[config.mk]
export PLATFORM = sky130hd
export DESIGN_NAME = fetch_unit_flat
export DESIGN_NICKNAME = d
export VERILOG_FILES = /design/src/rtl/fetch_unit_if.sv /design/src/rtl/fetch_unit.sv /design/src/flat_wrapper.sv
export SDC_FILE = /design/constraint.sdc
export NUM_CORES = 1
export LEC_CHECK = 0
export CAP_MARGIN = 20
export CELL_PAD_IN_SITES_DETAIL_PLACEMENT = 1
export CELL_PAD_IN_SITES_GLOBAL_PLACEMENT = 2
export CORE_ASPECT_RATIO = 0.6
export CORE_MARGIN = 2
export CORE_UTILIZATION = 40
export CTS_CLUSTER_DIAMETER = 80
export CTS_CLUSTER_SIZE = 8
export DETAILED_ROUTE_END_ITERATION = 10
export PLACE_DENSITY_LB_ADDON = 0.1
export SLEW_MARGIN = 20
export SYNTH_ARGS = -nofsm -noshare
export SYNTH_HDL_FRONTEND = slang
export SYNTH_SLANG_ARGS = --single-unit
[constraint.sdc]
create_clock -name clk -period 2.7 [get_ports clk]
set_input_delay 0.54 -clock clk [delete_from_list [all_inputs] [get_ports clk]]
set_output_delay 0.54 -clock clk [all_outputs]
set_load 0.05 [all_outputs]
[src/rtl/fetch_unit_if.sv]
// ----------------------------------------------------------------------------
// fetch_unit_if
//
// Groups the three buses of the fetch stage into one bundle:
//   - instruction memory request/ack bus (imem_*)
//   - redirect pulse from the datapath (redirect_*)
//   - instruction delivery valid/ready bus (inst_*)
//
// Modports:
//   master : the fetch unit side (drives imem_req/addr and inst_*)
//   slave  : the environment side (memory + datapath)
// ----------------------------------------------------------------------------
interface fetch_unit_if;

  logic        imem_req;
  logic [31:0] imem_addr;
  logic        imem_ack;
  logic [31:0] imem_rdata;

  logic        redirect_valid;
  logic [31:0] redirect_pc;

  logic        inst_valid;
  logic        inst_ready;
  logic [31:0] inst_data;
  logic [31:0] inst_pc;

  modport master (
    output imem_req,
    output imem_addr,
    input  imem_ack,
    input  imem_rdata,
    input  redirect_valid,
    input  redirect_pc,
    output inst_valid,
    input  inst_ready,
    output inst_data,
    output inst_pc
  );

  modport slave (
    input  imem_req,
    input  imem_addr,
    output imem_ack,
    output imem_rdata,
    output redirect_valid,
    output redirect_pc,
    input  inst_valid,
    output inst_ready,
    input  inst_data,
    input  inst_pc
  );

endinterface

[src/rtl/fetch_unit.sv]
// ----------------------------------------------------------------------------
// fetch_unit
//
// Sequential instruction fetch stage. Issues one word fetch at a time to
// instruction memory, buffers returned words with their PCs in a DEPTH-entry
// FIFO and hands them to the datapath over valid/ready. A redirect flushes
// the FIFO and restarts fetching at the new target; a fetch that is still
// in flight at redirect time is completed against its old address and its
// data thrown away (DROP mode).
//
// Parameters:
//   DEPTH    : FIFO entries, power of two, >= 2
//   RESET_PC : first fetch address after reset
//
// Ports:
//   clk   : clock, all state updates on rising edge
//   rst_n : asynchronous active-low reset
//   bus   : fetch_unit_if.master (imem_*, redirect_*, inst_*)
//
// Mode FSM:
//   state      | meaning
//   -----------+---------------------------------------------------------
//   MODE_FETCH | normal fetching; acked words are pushed into the FIFO
//   MODE_DROP  | waiting out an in-flight fetch at the pre-redirect address;
//              | its ack is consumed and the data discarded
// ----------------------------------------------------------------------------
module fetch_unit #(
  parameter int unsigned DEPTH    = 4,
  parameter logic [31:0] RESET_PC = 32'h0000_0000
) (
  input  logic         clk,
  input  logic         rst_n,
  fetch_unit_if.master bus
);

  localparam int unsigned AW       = $clog2(DEPTH);
  localparam logic [AW:0] FULL_CNT = (AW+1)'(DEPTH);

  typedef enum logic {
    MODE_FETCH = 1'b0,
    MODE_DROP  = 1'b1
  } mode_t;

  mode_t         r_mode;
  mode_t         w_mode_nxt;

  // Low for the reset cycle so imem_req stays quiet until the first clock
  // after reset release, without taking a combinational path from rst_n.
  logic          r_run;

  logic [31:0]   r_fetch_pc;
  logic [31:0]   r_drop_addr;
  logic [AW:0]   r_count;
  logic [AW-1:0] r_wr_ptr;
  logic [AW-1:0] r_rd_ptr;
  logic [31:0]   r_fifo_pc   [DEPTH];
  logic [31:0]   r_fifo_data [DEPTH];

  logic          w_full;
  logic          w_req;
  logic          w_fire;
  logic          w_push;
  logic          w_pop;
  logic [31:0]   w_redirect_pc;

  // The request only looks at registered state. In FETCH a raised request
  // cannot drop before its ack because the count can only fall (pop) while
  // it is waiting.
  assign w_full        = (r_count == FULL_CNT);
  assign w_req         = r_run && ((r_mode == MODE_DROP) || !w_full);
  assign w_fire        = w_req && bus.imem_ack;
  assign w_push        = (r_mode == MODE_FETCH) && w_fire && !bus.redirect_valid;
  assign w_pop         = (r_count != '0) && bus.inst_ready;
  assign w_redirect_pc = bus.redirect_pc & 32'hFFFF_FFFC;

  assign bus.imem_req   = w_req;
  assign bus.imem_addr  = (r_mode == MODE_DROP) ? r_drop_addr : r_fetch_pc;
  assign bus.inst_valid = (r_count != '0);
  assign bus.inst_data  = r_fifo_data[r_rd_ptr];
  assign bus.inst_pc    = r_fifo_pc[r_rd_ptr];

  // --------------------------------------------------------------------------
  // Mode FSM
  // --------------------------------------------------------------------------
  always_ff @(posedge clk or negedge rst_n) begin
    if (!rst_n) begin
      r_mode <= MODE_FETCH;
      r_run  <= 1'b0;
    end else begin
      r_mode <= w_mode_nxt;
      r_run  <= 1'b1;
    end
  end

  always_comb begin
    w_mode_nxt = r_mode;
    case (r_mode)
      MODE_FETCH: begin
        // Only an unacked outstanding request needs to be waited out.
        if (bus.redirect_valid && w_req && !bus.imem_ack) begin
          w_mode_nxt = MODE_DROP;
        end
      end
      MODE_DROP: begin
        // Request is always high here; a further redirect only moves the
        // target, the pending ack still ends the drop.
        if (bus.imem_ack) begin
          w_mode_nxt = MODE_FETCH;
        end
      end
      default: w_mode_nxt = MODE_FETCH;
    endcase
  end

  // --------------------------------------------------------------------------
  // Fetch PC, drop address, FIFO
  // --------------------------------------------------------------------------
  always_ff @(posedge clk or negedge rst_n) begin
    if (!rst_n) begin
      r_fetch_pc  <= RESET_PC;
      r_drop_addr <= RESET_PC;
      r_count     <= '0;
      r_wr_ptr    <= '0;
      r_rd_ptr    <= '0;
      for (int i = 0; i < int'(DEPTH); i++) begin
        r_fifo_pc[i]   <= 32'h0;
        r_fifo_data[i] <= 32'h0;
      end
    end else if (bus.redirect_valid) begin
      // Flush wins over any same-cycle push or pop. A pop in this cycle is
      // still taken by the datapath; it just has no effect on our state.
      r_count    <= '0;
      r_wr_ptr   <= '0;
      r_rd_ptr   <= '0;
      r_fetch_pc <= w_redirect_pc;
      // Keep the address of the request on the bus if we are about to wait
      // it out; in DROP the held address must not move.
      if (r_mode == MODE_FETCH) begin
        r_drop_addr <= r_fetch_pc;
      end
    end else begin
      if (w_push) begin
        r_fifo_pc[r_wr_ptr]   <= r_fetch_pc;
        r_fifo_data[r_wr_ptr] <= bus.imem_rdata;
        r_wr_ptr              <= r_wr_ptr + AW'(1);
        r_fetch_pc            <= r_fetch_pc + 32'd4;
      end
      if (w_pop) begin
        r_rd_ptr <= r_rd_ptr + AW'(1);
      end
      case ({w_push, w_pop})
        2'b10:   r_count <= r_count + (AW+1)'(1);
        2'b01:   r_count <= r_count - (AW+1)'(1);
        default: r_count <= r_count;
      endcase
    end
  end

endmodule
[src/flat_wrapper.sv]
// flat-port wrapper written by rule: the top's interface ports become plain ports
module fetch_unit_flat 
#(
  parameter int unsigned DEPTH    = 4,
  parameter logic [31:0] RESET_PC = 32'h0000_0000
)
  (clk, rst_n, bus_imem_req, bus_imem_addr, bus_imem_ack, bus_imem_rdata, bus_redirect_valid, bus_redirect_pc, bus_inst_valid, bus_inst_ready, bus_inst_data, bus_inst_pc);
  fetch_unit_if bus_i ();
  input  logic clk;
  input  logic rst_n;
  output wire logic [$bits(bus_i.imem_req)-1:0] bus_imem_req;
  output wire logic [$bits(bus_i.imem_addr)-1:0] bus_imem_addr;
  input wire logic [$bits(bus_i.imem_ack)-1:0] bus_imem_ack;
  input wire logic [$bits(bus_i.imem_rdata)-1:0] bus_imem_rdata;
  input wire logic [$bits(bus_i.redirect_valid)-1:0] bus_redirect_valid;
  input wire logic [$bits(bus_i.redirect_pc)-1:0] bus_redirect_pc;
  output wire logic [$bits(bus_i.inst_valid)-1:0] bus_inst_valid;
  input wire logic [$bits(bus_i.inst_ready)-1:0] bus_inst_ready;
  output wire logic [$bits(bus_i.inst_data)-1:0] bus_inst_data;
  output wire logic [$bits(bus_i.inst_pc)-1:0] bus_inst_pc;
  assign bus_imem_req = bus_i.imem_req;
  assign bus_imem_addr = bus_i.imem_addr;
  assign bus_i.imem_ack = bus_imem_ack;
  assign bus_i.imem_rdata = bus_imem_rdata;
  assign bus_i.redirect_valid = bus_redirect_valid;
  assign bus_i.redirect_pc = bus_redirect_pc;
  assign bus_inst_valid = bus_i.inst_valid;
  assign bus_i.inst_ready = bus_inst_ready;
  assign bus_inst_data = bus_i.inst_data;
  assign bus_inst_pc = bus_i.inst_pc;
  fetch_unit #(.DEPTH(DEPTH), .RESET_PC(RESET_PC)) u_core (.clk(clk), .rst_n(rst_n), .bus(bus_i));
endmodule
==> flow_metrics.env, run 1 <==
export IMPL_result_of_the_run="finished, final reports clean"
export IMPL_place_detailed_hpwl_um=26800
export IMPL_synthesis_instances=1032
export IMPL_synth_top_area_cell="dfrtp_1"
export IMPL_initialDrtViolationCount=477
export IMPL_drv_slew=0
export IMPL_synth_enable_flop_cells=0
export IMPL_timing_setup_tns_ns=0
export IMPL_power_static_leakage_uw=0.00828
export IMPL_final_min_clock_period_ns=2.62
export IMPL_avgRoutedWirePerCell_um=22.6
export IMPL_grt_max_degree=62
export IMPL_io_buffers=162
export IMPL_power_frac_clock=0.238
export IMPL_timing_critical_path_arrival_ns=2.08
export IMPL_power_density_nw_per_um2=1110
export IMPL_global_route_peak_usage_layer="met2"
export IMPL_worst_pin_slew_ns=0.679
export IMPL_post_place_cells=1671
export IMPL_combinational_share_of_power=0.441
export IMPL_period_share=0.969
export IMPL_met2_resource_use_gr=0.332
export IMPL_critical_path_slowest_cell="dfrtp_4"
export IMPL_netlist_area_um2=14800
export IMPL_yosys_cell_count_top_type="dfrtp_1"
export IMPL_worst_r2r_setup_slack_ns=0.34
export IMPL_clk_transition_reported_paths_ns=0.06
export IMPL_holdWs_ns=0.477
export IMPL_final_net_count=1319
export IMPL_synth_top_area_frac=0.541
export IMPL_post_route_drc_count=0
export IMPL_drive_gt1_frac=0.482
export IMPL_count_of_final_hold_check_violations=0
export IMPL_detail_route_antenna_nets=0
export IMPL_setup_viol=0
export IMPL_crit_path_max_fanout=19
export IMPL_antenna_diode_count=0
export IMPL_io_pins=167
export IMPL_max_freq_ghz=0.382
export IMPL_grt_pass1_vias=10375
export IMPL_grt_setup_unrepaired="no"
export IMPL_worst_endpoint_required_ns=2.16
export IMPL_die_x_um=252
export IMPL_grt_first_pass_wirelength_um=63000
export IMPL_dr_total_vias=9394
export IMPL_synth_top_cells_by_area="dfrtp_1 (54%), mux2_2 (22%), mux4_2 (9.5%)"
export IMPL_worst_skew_late_latency_ns=0.54
export IMPL_number_of_cell_rows=54
export IMPL_maxSlewHeadroom=0.543
export IMPL_final_cell_count_no_fill=1724
export IMPL_die_area_um2=38500
export IMPL_worstPathBufferInverterCount=2
export IMPL_pwr_share_seq=0.321
export IMPL_yosys_most_used_dff="dfrtp_1"
export IMPL_p_int_uw=13300
export IMPL_path_class="reg -> out"
export IMPL_clock_sinks=319
export IMPL_cts_buffers_inserted=45
export IMPL_switching_pwr_uw=7810
export IMPL_timing_critical_path_max_delay_family="flip-flops"
export IMPL_power_ir_vdd_worst_uv=572
export IMPL_p_sw_frac=0.370
export IMPL_design_core_area_um2=36300
export IMPL_finalWeightedCongestion=0.777
export IMPL_reported_max_cap_violation_count=0
export IMPL_synth_top_cells_by_count="dfrtp_1 (319), mux2_2 (291), mux4_2 (62), nand2_1 (38), clkbuf_1 (35)"
export IMPL_timing_critical_path_cells="buf_4 > mux4_2 > buf_12"
export IMPL_cts_path_max_buffers=3
export IMPL_initial_utilization=0.406
export IMPL_drt_pass1_iterations=4
export IMPL_overall_global_routing_usage=0.212
export IMPL_seq_area_frac_synth=0.541
export IMPL_gr_usage_met3=0.0364
export IMPL_startpoint_type="flip-flop"
export IMPL_worst_hold_path_type="reg -> reg"
export IMPL_ys_ff_latch=319
export IMPL_drt_total_wl_um=39000
export IMPL_syn_to_final_growth_pct=28.6
export IMPL_cts_root_buffer="clkbuf_16"
export IMPL_floorplan_die_height_um=153
export IMPL_global_route_usage_met1=0.310
export IMPL_globalRoute_totalOverflow=0
export IMPL_antenna_found_initial=0
export IMPL_tritoncts="done"
export IMPL_timing_critical_path_to_type="primary output"
export IMPL_h_tree_depth=2
export IMPL_yosys_warnings=0
export IMPL_postSynth_asyncResetShare=1.00
export IMPL_finClkSkew_ns=0.0171
export IMPL_slowest_delay_ns=0.68
export IMPL_netlist_cell_type_count=51
export IMPL_route_detailed_vias_per_inst=5.45
export IMPL_syn_area_per_cell_um2=14.3
==> cells by family (layout without fill, tap and decap cells) <==
logic type,count (synthesis),in the layout,share of synthesized area
mux,356,356,0.319
flops,319,319,0.541
simple gates,160,160,0.0610
buf+inv,103,318,0.0349
compound gates,77,77,0.0332
xor+xnor,9,9,0.00534
fa+ha+maj,6,6,0.00559
other cells,2,3,0.000509
==> flip-flops by register name, summed over array words and instances, names as in the netlist <==
signal and count:
u_core.r_fetch_pc 30, u_core.r_count 3, u_core.r_mode 1, u_core.r_fifo_data 128, u_core.r_rd_ptr 2, u_core.r_run 1
u_core.r_wr_ptr 2, u_core.r_drop_addr 32, u_core.r_fifo_pc 120
==> timing repair <==
item	CTS	global route
hold endpoints to repair	49	0
buffers inserted	1	0
hold buffers	1	0
gates cloned	0	0
resized for setup	1	1
pin swaps	0	0
endpoints found under the setup margin	47	1
==> worst min-delay path, stage by stage (launching register included) <==
cell and delay, ns:
dfrtp_1 0.34, nand2_1 0.05, o21ai_0 0.06
==> power by group through the flow <==
stage	logic [uW]	clock network (uW)	registers [uW]
6_report	9300	5020	6790
5_1_grt	9760	5390	6970
4_1_cts	9440	5200	6790
3_5_place_dp	9380	0	6860
3_3_place_gp	9270	0	6820
2_1_floorplan	6120	0	6490
==> worst paths after layout <==
kind,startpoint,endpoint,cells past startpoint
max in group asynchronous,rst_n,u_core.r_fifo_data[39]$_DFFE_PN0P_,3
worst min register to register,u_core.r_drop_addr[18]$_DFFE_PN0P_,u_core.r_drop_addr[18]$_DFFE_PN0P_,2
min in group asynchronous,rst_n,u_core.r_fifo_pc[37]$_DFFE_PN0P_,2
worst max-delay path,u_core.r_rd_ptr[1]$_DFFE_PN0P_,bus_inst_pc[31],3
worst max register to register,u_core.r_fetch_pc[10]$_DFFE_PN0N_,u_core.r_fetch_pc[25]$_DFFE_PN0N_,4
worst min-delay path,u_core.r_drop_addr[18]$_DFFE_PN0P_,u_core.r_drop_addr[18]$_DFFE_PN0P_,2
==> per-stage QoR <==
stage | utilization | area [um2] | setup WS [ns] | power, uW
final | 0.522 | 19000 | 0.0849 | 21100
after global routing | 0.522 | 19000 | 0.00794 | 22100
after CTS | 0.522 | 19000 | 0.0355 | 21400
after detailed placement | 0.489 | 17800 | -0.0728 | 16200
after global placement | 0.489 | 17800 | -0.0480 | 16100
after floorplan | - | 14800 | 0.259 | 12600
==> layout by cell type (no fill, tap or decap), types with 5 or more instances in the layout <==
cell type	n
or3_1	6
dfrtp_1	316
o31ai_1	13
mux2_2	291
nor4_1	9
or4_1	17
nand2_1	38
clkbuf_16	47
nor2_1	25
nand4_1	15
nand3_1	12
a31oi_1	20
and2_1	6
xor2_1	6
buf_12	62
inv_1	11
mux4_2	62
ha_1	5
o21ai_0	29
clkdlybuf4s50_1	65
buf_4	125
==> area by class of cell <==
cell class                 instances  area [um2]
clock inverter                     1        8.76
clock buffer                      50        1190
inverter                          12        45.0
tap                              476         596
multi-input combinational        611        6290
fill                            3535       17400
sequential                       319        7990
timing repair buffer             255        2860
==> per-layer routing <==
metal / vias to the layer above / share of wire
met2: 129 / 0.46
met3: 49 / 0.033
met1: 4991 / 0.49
li1: 4225 / -
met4: 0 / 0.015
met5: - / 0
(Power assumes the default switching activity.)
==> run 2: changes to the inputs <==
--- a/config.mk
+++ b/config.mk
@@ -5,7 +5,7 @@
 export SDC_FILE = /design/constraint.sdc
 export NUM_CORES = 1
 export LEC_CHECK = 0
-export CAP_MARGIN = 20
+export CAP_MARGIN = 5
 export CELL_PAD_IN_SITES_DETAIL_PLACEMENT = 1
 export CELL_PAD_IN_SITES_GLOBAL_PLACEMENT = 2
 export CORE_ASPECT_RATIO = 0.6
@@ -14,6 +14,7 @@
 export CTS_CLUSTER_DIAMETER = 80
 export CTS_CLUSTER_SIZE = 8
 export DETAILED_ROUTE_END_ITERATION = 10
+export GPL_TIMING_DRIVEN = 0
 export PLACE_DENSITY_LB_ADDON = 0.1
 export SLEW_MARGIN = 20
 export SYNTH_ARGS = -nofsm -noshare
==> run 2 against run 1 <==
First-iteration DRC count decreased by 2.7%. Critical path depth rose by 1. Cell count increased by 0.17%. Power down 6.8%. Non-clock buffer count rose by 5. Clock skew about the same. Largest power group unchanged. Highest routed layer unchanged.
==> flow_metrics.env, run 2 (synthesis gave the netlist of run 1 again) <==
export IMPL_tritoncts="done"
export IMPL_timing_critical_path_to_type="primary output"
export IMPL_worst_endpoint_required_ns=2.16
export IMPL_cts_buffers_inserted=45
export IMPL_p_int_uw=12000
export IMPL_count_of_final_hold_check_violations=0
export IMPL_period_share=0.983
export IMPL_startpoint_type="flip-flop"
export IMPL_timing_critical_path_arrival_ns=2.12
export IMPL_maxSlewHeadroom=0.316
export IMPL_h_tree_depth=2
export IMPL_initialDrtViolationCount=464
export IMPL_antenna_found_initial=0
export IMPL_clk_transition_reported_paths_ns=0.05
export IMPL_path_class="reg -> out"
export IMPL_initial_utilization=0.406
export IMPL_final_cell_count_no_fill=1727
export IMPL_worst_r2r_startpoint="u_core.r_fetch_pc[8]$_DFFE_PN0N_"
export IMPL_post_route_drc_count=0
export IMPL_largest_reg_flops=128
export IMPL_grt_pass1_vias=10313
export IMPL_crit_path_max_fanout=10
export IMPL_result_of_the_run="finished, final reports clean"
export IMPL_power_ir_vdd_worst_uv=539
export IMPL_post_route_worst_setup_slack_ns=0.0448
export IMPL_multi_input_logic_area_um2=6270
export IMPL_sequential_cell_area_um2=7990
export IMPL_power_density_nw_per_um2=1090
export IMPL_fillers=3661
export IMPL_timing_critical_path_cells="buf_4 > buf_12 > mux4_2 > buf_2"
export IMPL_reported_max_cap_violation_count=0
export IMPL_drt_total_wl_um=40100
export IMPL_slowest_delay_ns=0.55
export IMPL_worst_hold_path_type="reg -> reg"
export IMPL_syn_to_final_growth_pct=22.4
export IMPL_largest_registers="u_core.r_fifo_data (128), u_core.r_fifo_pc (120), u_core.r_drop_addr (32)"
export IMPL_io_pins=167
export IMPL_grt_first_pass_wirelength_um=63800
export IMPL_design_core_area_um2=36300
export IMPL_number_of_cell_rows=54
export IMPL_finClkSkew_ns=0.0173
export IMPL_grt_setup_unrepaired="yes"
export IMPL_clock_sinks=319
export IMPL_max_freq_ghz=0.377
export IMPL_die_area_um2=38500
export IMPL_worstPathBufferInverterCount=3
export IMPL_critical_path_reg2reg_endpoint="u_core.r_fetch_pc[22]$_DFFE_PN0N_"
export IMPL_layout_common_cells="dfrtp_1 (317), mux2_2 (291), buf_2 (72)"
export IMPL_io_buffers=161
export IMPL_worstSetupPathDepth=4
export IMPL_fin_total_pwr_uw=19700
export IMPL_antenna_diode_count=0
export IMPL_globalRoute_totalOverflow=0
export IMPL_post_place_cells=1674
export IMPL_power_frac_clock=0.254
export IMPL_final_net_count=1324
export IMPL_final_min_clock_period_ns=2.66
export IMPL_overall_global_routing_usage=0.215
export IMPL_worst_r2r_setup_slack_ns=0.27
export IMPL_switching_pwr_uw=7640
export IMPL_die_x_um=252
export IMPL_finalWeightedCongestion=0.805
export IMPL_timing_critical_path_to="bus_inst_data[24]"
export IMPL_worst_pin_slew_ns=1.02
export IMPL_floorplan_die_height_um=153
export IMPL_drive_gt1_frac=0.456
export IMPL_drt_pass1_iterations=5
export IMPL_p_sw_frac=0.388
export IMPL_critical_path_slowest_cell="mux4_2"
export IMPL_worst_skew_late_latency_ns=0.54
export IMPL_setup_viol=0
export IMPL_timing_critical_path_max_delay_family="buffers and inverters"
export IMPL_post_route_util=0.497
export IMPL_route_detailed_vias_per_inst=5.52
export IMPL_dr_total_vias=9535
export IMPL_avgRoutedWirePerCell_um=23.2
export IMPL_worst_setup_path_startpoint="u_core.r_rd_ptr[0]$_DFFE_PN0P_"
export IMPL_layout_commonest_cell="dfrtp_1"
export IMPL_power_static_leakage_uw=0.00796
export IMPL_cts_root_buffer="clkbuf_16"
export IMPL_drv_slew=0
export IMPL_detail_route_antenna_nets=0
export IMPL_pwr_share_seq=0.341
export IMPL_dp_slack_ns=-0.935
export IMPL_combinational_share_of_power=0.404
export IMPL_cts_path_max_buffers=3
export IMPL_place_detailed_hpwl_um=27900
export IMPL_reg2reg_depth=5
export IMPL_grt_max_degree=91
export IMPL_reg_with_most_ffs="u_core.r_fifo_data"
run 2: changes by cell type in the layout (fill, tap and decap cells not counted), moves of 9 or more:
cell           previous run  this run
buf_12                   62         2
clkbuf_1                  3        19
clkbuf_2                  0        26
dlygate4sd2_1             1        10
buf_2                     0        72
buf_4                   125        38
run 2: worst min-delay path by stage:
stage,from,to,slack [ns],cells after the start
3_5_place_dp,u_core.r_drop_addr[10]$_DFFE_PN0P_,u_core.r_drop_addr[10]$_DFFE_PN0P_,0.47,2
4_1_cts,u_core.r_drop_addr[10]$_DFFE_PN0P_,u_core.r_drop_addr[10]$_DFFE_PN0P_,0.48,2
3_3_place_gp,u_core.r_drop_addr[20]$_DFFE_PN0P_,u_core.r_drop_addr[20]$_DFFE_PN0P_,0.46,2
5_1_grt,u_core.r_drop_addr[31]$_DFFE_PN0P_,u_core.r_drop_addr[31]$_DFFE_PN0P_,0.50,2
6_report,u_core.r_drop_addr[10]$_DFFE_PN0P_,u_core.r_drop_addr[10]$_DFFE_PN0P_,0.48,2
2_1_floorplan,rst_n,u_core.r_count[0]$_DFFE_PN0P_,0.24,0
run 2: metrics by stage:
stage	cell area, um2	hold WS (ns)	setup TNS [ns]
floorplan	14800	0.244	0
finish	18100	0.477	0
detailed placement	17100	0.471	-167.49
CTS	18100	0.482	-0.159
global placement	17000	0.462	-4442.70
global route	18100	0.505	-0.170
run 2: layout make-up:
cell class | instances | share of cell area
flip-flops and latches | 319 | 0.442
multi-input cells | 611 | 0.347
inverters | 12 | 0.00249
well taps | 476 | 0.0330
repair buffers | 173 | 0.0781
clock buffers | 48 | 0.0653
plain buffers | 87 | 0.0314
clock inverters | 1 | 0.000485
run 2: power by group through the flow:
| stage | logic (uW) | registers [uW] | clock network (uW) |
|---|---|---|---|
| finish | 7960 | 6720 | 5000 |
| floorplan | 6120 | 6490 | 0 |
| detailed placement | 8640 | 6740 | 0 |
| global route | 8420 | 6890 | 5360 |
| global placement | 8540 | 6720 | 0 |
| CTS | 8070 | 6720 | 5150 |
run 2: worst register-to-register path: stages (launching register included):
cell and delay [ns]:
dfrtp_1 0.66, nand4_1 0.23, or4_1 0.60, clkbuf_1 0.26, or4_1 0.44, a31oi_1 0.16
run 2: routing by layer:
layer | vias to the layer above | wire (um) | track usage
li1 | 4232 | - | -
met1 | 5117 | 20300 | 0.333
met2 | 144 | 17800 | 0.322
met3 | 42 | 1520 | 0.0352
met4 | 0 | 497 | 0.0363
met5 | - | 0 | 0
run 2: what timing repair did:
item / in CTS / in global routing
hold buffers: 1 / 0
buffers inserted: 7 / 0
endpoints found under the setup margin: 151 / 293
resized for setup: 404 / 56
hold endpoints to repair: 47 / 0
